==> src/rtl/sdram_burst_arbiter.sv <==
// Round-robin scheduler of camera-write / VGA-read SDRAM bursts: generates frame-wrapping
// burst addresses and flips ping-pong banks so the display reads only completed frames.
module sdram_burst_arbiter #(
  parameter int unsigned WR_LEN     = 512,
  parameter int unsigned RD_LEN     = 512,
  parameter int unsigned FRAME_SIZE = 307200,
  parameter int unsigned ADDR_W     = 24
) (
  input  logic              clk,
  input  logic              rst_n,
  input  logic              init_done,
  input  logic [9:0]        wr_fifo_cnt,
  input  logic [9:0]        rd_fifo_cnt,
  input  logic              rd_valid,
  input  logic              pingpang_en,
  input  logic              wr_load,
  input  logic              rd_load,
  output logic              cmd_wr_req,
  output logic              cmd_rd_req,
  output logic [ADDR_W-1:0] cmd_addr,
  output logic [9:0]        cmd_len,
  input  logic              cmd_ack,
  input  logic              burst_done,
  output logic              wr_bank,
  output logic              rd_bank
);

  localparam int unsigned CNT_W   = 10;
  localparam int unsigned PTR_W   = ADDR_W - 2;
  localparam int unsigned RD_ROOM = 1023 - RD_LEN;

  typedef enum logic [2:0] {
    IDLE,
    WR_REQ,
    WR_BUSY,
    RD_REQ,
    RD_BUSY
  } state_t;

  state_t           state;
  logic [PTR_W-1:0] wr_ptr;
  logic [PTR_W-1:0] rd_ptr;
  logic             last_wr;
  logic             stale;

  logic             wr_ok;
  logic             rd_ok;
  logic [PTR_W-1:0] wr_ptr_inc;
  logic [PTR_W-1:0] rd_ptr_inc;
  logic             wr_wrap;
  logic             rd_wrap;

  // Port eligibility and next-burst pointers
  assign wr_ok      = init_done & (wr_fifo_cnt >= CNT_W'(WR_LEN));
  assign rd_ok      = init_done & rd_valid & (rd_fifo_cnt <= CNT_W'(RD_ROOM));
  assign wr_ptr_inc = wr_ptr + PTR_W'(WR_LEN);
  assign rd_ptr_inc = rd_ptr + PTR_W'(RD_LEN);
  assign wr_wrap    = (wr_ptr_inc == PTR_W'(FRAME_SIZE));
  assign rd_wrap    = (rd_ptr_inc == PTR_W'(FRAME_SIZE));

  always_ff @(posedge clk) begin
    if (!rst_n) begin
      state      <= IDLE;
      cmd_wr_req <= 1'b0;
      cmd_rd_req <= 1'b0;
      cmd_addr   <= '0;
      cmd_len    <= '0;
      wr_bank    <= 1'b0;
      rd_bank    <= 1'b0;
      wr_ptr     <= '0;
      rd_ptr     <= '0;
      last_wr    <= 1'b0;
      stale      <= 1'b0;
    end else begin
      case (state)
        IDLE: begin
          // A load in the grant cycle already counts as a cleared pointer/bank
          if (wr_ok && (!rd_ok || !last_wr)) begin
            state      <= WR_REQ;
            cmd_wr_req <= 1'b1;
            cmd_addr   <= wr_load ? '0 : {1'b0, wr_bank, wr_ptr};
            cmd_len    <= CNT_W'(WR_LEN);
            last_wr    <= 1'b1;
          end else if (rd_ok) begin
            state      <= RD_REQ;
            cmd_rd_req <= 1'b1;
            cmd_addr   <= rd_load ? '0 : {1'b0, rd_bank, rd_ptr};
            cmd_len    <= CNT_W'(RD_LEN);
            last_wr    <= 1'b0;
          end
        end

        WR_REQ: begin
          if (cmd_ack) begin
            state      <= WR_BUSY;
            cmd_wr_req <= 1'b0;
            stale      <= wr_load;
          end else if (wr_load) begin
            state      <= IDLE;
            cmd_wr_req <= 1'b0;
          end
        end

        RD_REQ: begin
          if (cmd_ack) begin
            state      <= RD_BUSY;
            cmd_rd_req <= 1'b0;
            stale      <= rd_load;
          end else if (rd_load) begin
            state      <= IDLE;
            cmd_rd_req <= 1'b0;
          end
        end

        WR_BUSY: begin
          // stale marks a burst overtaken by a load: it finishes but must not move the pointer
          if (burst_done) begin
            state <= IDLE;
            stale <= 1'b0;
            if (!stale && !wr_load) begin
              wr_ptr <= wr_wrap ? '0 : wr_ptr_inc;
              if (wr_wrap && pingpang_en) begin
                wr_bank <= ~wr_bank;
              end
            end
          end else if (wr_load) begin
            stale <= 1'b1;
          end
        end

        RD_BUSY: begin
          if (burst_done) begin
            state <= IDLE;
            stale <= 1'b0;
            if (!stale && !rd_load) begin
              rd_ptr <= rd_wrap ? '0 : rd_ptr_inc;
              if (rd_wrap) begin
                rd_bank <= pingpang_en ? ~wr_bank : 1'b0;
              end
            end
          end else if (rd_load) begin
            stale <= 1'b1;
          end
        end

        default: begin
          state      <= IDLE;
          cmd_wr_req <= 1'b0;
          cmd_rd_req <= 1'b0;
        end
      endcase

      // Loads and single-bank mode override any burst-completion update
      if (wr_load) begin
        wr_ptr  <= '0;
        wr_bank <= 1'b0;
      end
      if (rd_load) begin
        rd_ptr  <= '0;
        rd_bank <= 1'b0;
      end
      if (!pingpang_en) begin
        wr_bank <= 1'b0;
        rd_bank <= 1'b0;
      end
    end
  end

endmodule
==> config.mk <==
export PLATFORM = sky130hd
export DESIGN_NAME = sdram_burst_arbiter
export DESIGN_NICKNAME = d
export VERILOG_FILES = /design/src/rtl/sdram_burst_arbiter.sv
export SDC_FILE = /design/constraint.sdc
export NUM_CORES = 1
export LEC_CHECK = 0
export BUFFER_PORTS_ARGS = -buffer_cell sky130_fd_sc_hd__clkbuf_2
export CAP_MARGIN = 15
export CORE_ASPECT_RATIO = 1.25
export CORE_MARGIN = 1
export CORE_UTILIZATION = 58
export DETAILED_ROUTE_END_ITERATION = 8
export GPL_ROUTABILITY_DRIVEN = 0
export PLACE_DENSITY = 0.85
export SKIP_LAST_GASP = 1
export SYNTH_ARGS = -nofsm -noshare
export SYNTH_HDL_FRONTEND = slang
export SYNTH_SLANG_ARGS = --single-unit
==> constraint.sdc <==
create_clock -name clk -period 6.68 [get_ports clk]
set_clock_uncertainty 0.05 [all_clocks]
set_input_delay 0.668 -clock clk [delete_from_list [all_inputs] [get_ports clk]]
set_output_delay 0.668 -clock clk [all_outputs]
set_load 0.05 [all_outputs]
==> key figures <==
Min path
  – WHS Endpoint: cmd_len[9]$_SDFFE_PN0P_
  – Worst hold path type: flip-flop to flip-flop
  – Min-delay src: cmd_len[9]$_SDFFE_PN0P_
  – Hold depth: 2

Timing
  – Hold Fails Final Rpt: 0
  – Slew @ Worst Pin: 1.03 ns
  – Setup tns final: 0 ns
  – Fmax: 401 MHz
  – Final worst-path cycle share: 37.4%
  – RSZ-0062 raised after global routing: no
  – Max-Slew Margin vs Limit: 31.2%
  – Worst hold slack: 0.442 ns
  – Final min period: 2.50 ns
  – Final max-slew violation count: 0
  – Final setup viols: 0
  – Setup ws final: 4.18 ns

Synth
  – FF+latch count, synth: 51
  – Number of flops mapped to enable cells by yosys: 0
  – Synthesis Warnings: 0
  – Post-synthesis cell count: 364
  – Register area share after synthesis: 34.5%
  – Syn Std Cell Area: 2960 sq um
  – Largest cells by area after synthesis: dfxtp_1 35%, nor2_1 6.7%, buf_4 5.6%
  – Post-synth top flop: dfxtp_1
  – Ys async rst share: 0%
  – Largest area contributor in the netlist: dfxtp_1
  – Area share of the largest cell type after synthesis: 34.5%
  – Syn_area_per_cell: 8.13 sq um
  – Synth cell types: 58

Pwr
  – VDD IR max: 0.112 mV
  – PwrDens: 193 nW/um^2
  – Leakage: 1.08 nW

Floorplanning
  – CORE AREA: 4830 sq um
  – IO Pins: 67
  – Die width: 65.9 um
  – Vert. Die Dim: 81.8 um
  – Die ar.: 5390 sq um
  – Starting Density: 61.2%
  – Row count: 28

GRT
  – Largest net degree at the start of global routing: 32
  – GR peak layer: met2
  – GRT Util Overall: 25.2%
  – Antenna violations before repair: 0
  – Vias in the first global route: 2087
  – M3 GR Usage: 5.42%
  – M2 GR Usage: 40.5%
  – Gr ovfl total: 0
  – First-pass GRT wire length: 10400 um
  – Met1 Use GR: 32.9%

Clocking
  – Root buffer cell: clkbuf_8
  – CTS max path bufs: 2
  – H-tree Lvls: 2
  – Clk sinks: 51
  – Insertion delay to the later sink of the worst-skew pair: 0.32 ns
  – Hold_buf cts: 0
  – PostCTS Resize Cnt: 0
  – Clk pin slew, worst setup/hold paths: 0.10 ns
  – CTS tree: built
  – # Post-CTS Setup Buffers: 0
  – Clock buffer count from CTS: 5

Placement
  – Dpl ws: 4.00 ns
  – IO buf count: 38
  – Cells after DPL: 429
  – HPWL after DPL: 4680 um

Worst setup path
  – Setup crit end kind: flip-flop
  – Critical path cell sequence: ha_1, nand3_2, o31a_1, nor4_2, o2111ai_2, or3_1, a211oi_1
  – Worst EP arrival: 2.67 ns
  – R2R Setup Slk: 4.18 ns
  – RR Startpoint: wr_ptr[9]$_SDFFE_PP0P_
  – Critical path launch point type: flip-flop
  – RR Endpoint: wr_bank$_SDFFE_PP0P_
  – Slowest stage delay, CP: 0.49 ns
  – Critical path peak fanout: 7
  – R2R depth: 7
  – CP required: 6.86 ns
  – Worst path slowest cell: dfxtp_1
  – Critical path type: flip-flop to flip-flop

Final layout
  – Fraction of layout cells with a size suffix above 1: 15.6%
  – Most frequent cells in the layout: 52 x nor2_1, 51 x dfxtp_1, 38 x clkbuf_2, 24 x nand2_1, 18 x a211oi_1
  – Most common cell after layout, fill and taps aside: nor2_1
  – Fin nets: 408
  – Layout Cells excl Fill: 438
  – Area delta synth->final: 4.95%
  – ANT cells: 0
  – Util after Layout: 64.2%

Route
  – Via count: 2654
  – Drt first pass iters: 5
  – Iter 0 DRT Violations: 181
  – Wirelength per Cell: 15.4 um
  – Drt drc: 0
  – Final Routed Wirelength: 6730 um
  – Number of antenna-violating nets in the routed design: 0
  – DR vias/cell: 6.06

Job
  – Max Cap Viol: 0

Outcome
  – Status: complete, no violations
## flip-flops by register name, summed over array words and instances (netlist names), 3 cells and up
register  count
rd_ptr       13
state         3
cmd_addr     15
wr_ptr       13
## per-layer routing
layer	up-vias	wire length, um
met5	-	0
li1	1306	-
met4	0	111
met2	75	3230
met1	1264	3130
met3	9	258
## worst max-delay path: cells and delay by family, from the launching register on
kind / cells / cell delay, ns
DFF: 1 / 0.49
and+or+nand+nor: 3 / 0.73
AOI/OAI and AO/OA: 3 / 0.83
adders and majority gates: 1 / 0.31
## synth_stat cells (3+ instances only)
cell      number
o211ai_1       3
buf_4         22
a21oi_1       11
a211oi_1      18
inv_1          8
nand2b_1       6
nor3_1         8
nor2b_1        7
xnor2_1       10
xor2_1        13
or3_1          4
nand3_1       16
nor2_1        53
dfxtp_1       51
clkbuf_1      12
buf_2          6
nand4_1        7
a22oi_1       14
nor4_1         3
o21ai_0       12
nand2_1       24
nor3b_1        3
a31oi_1        5
and3_1         4
## area by class of cell
type                       count  area (sq um)
timing repair buffer          39           205
fill                         438          1730
clock buffer                   6          72.6
multi-input combinational    272          1690
inverter                       8          30.0
tap                           60          75.1
clock inverter                 2          12.5
sequential                    51          1020
## logic make-up (layout without fill, tap and decap cells)
kind of cell               count (synthesis)  in the layout  share of synthesized area, %
and+or+nand+nor                          155            155                          28.0
DFF                                       51             51                          34.5
buffers and inverters                     50             55                          9.64
other                                      1             10                         0.127
adders and majority gates                  2              2                         0.846
muxes                                      2              2                         0.677
AOI/OAI and AO/OA                         80             80                          19.4
xor gates and xnor gates                  23             23                          6.81
## worst max-delay path by stage
stage                     slack (ns)  cells past startpoint                    start                   endpoint
after floorplan                 4.53                      7                  wr_load    wr_ptr[17]$_SDFFE_PP0P_
after global placement          4.03                      6                 rd_valid  cmd_addr[15]$_SDFFE_PN0P_
after detailed placement        4.00                      6                 rd_valid  cmd_addr[11]$_SDFFE_PN0P_
after CTS                       4.23                      5    state[1]$_SDFFE_PN0P_  cmd_addr[10]$_SDFFE_PN0P_
after global routing            3.98                      7  wr_ptr[10]$_SDFFE_PP0P_       wr_bank$_SDFFE_PP0P_
final                           4.18                      7   wr_ptr[9]$_SDFFE_PP0P_       wr_bank$_SDFFE_PP0P_
## report_power, final
group / switching [mW] / internal (mW) / total [mW]
combinational: 0.0729 / 0.0214 / 0.0942
sequential: 0.00709 / 0.314 / 0.321
clock: 0.109 / 0.0736 / 0.183
## stage by stage
stage / power [mW] / cell area, sq um
after detailed placement: 0.420 / 3000
final: 0.598 / 3100
after floorplan: 0.404 / 2990
after CTS: 0.598 / 3090
after global placement: 0.419 / 3000
after global routing: 0.619 / 3100
Power figures use the tool's default switching activity.
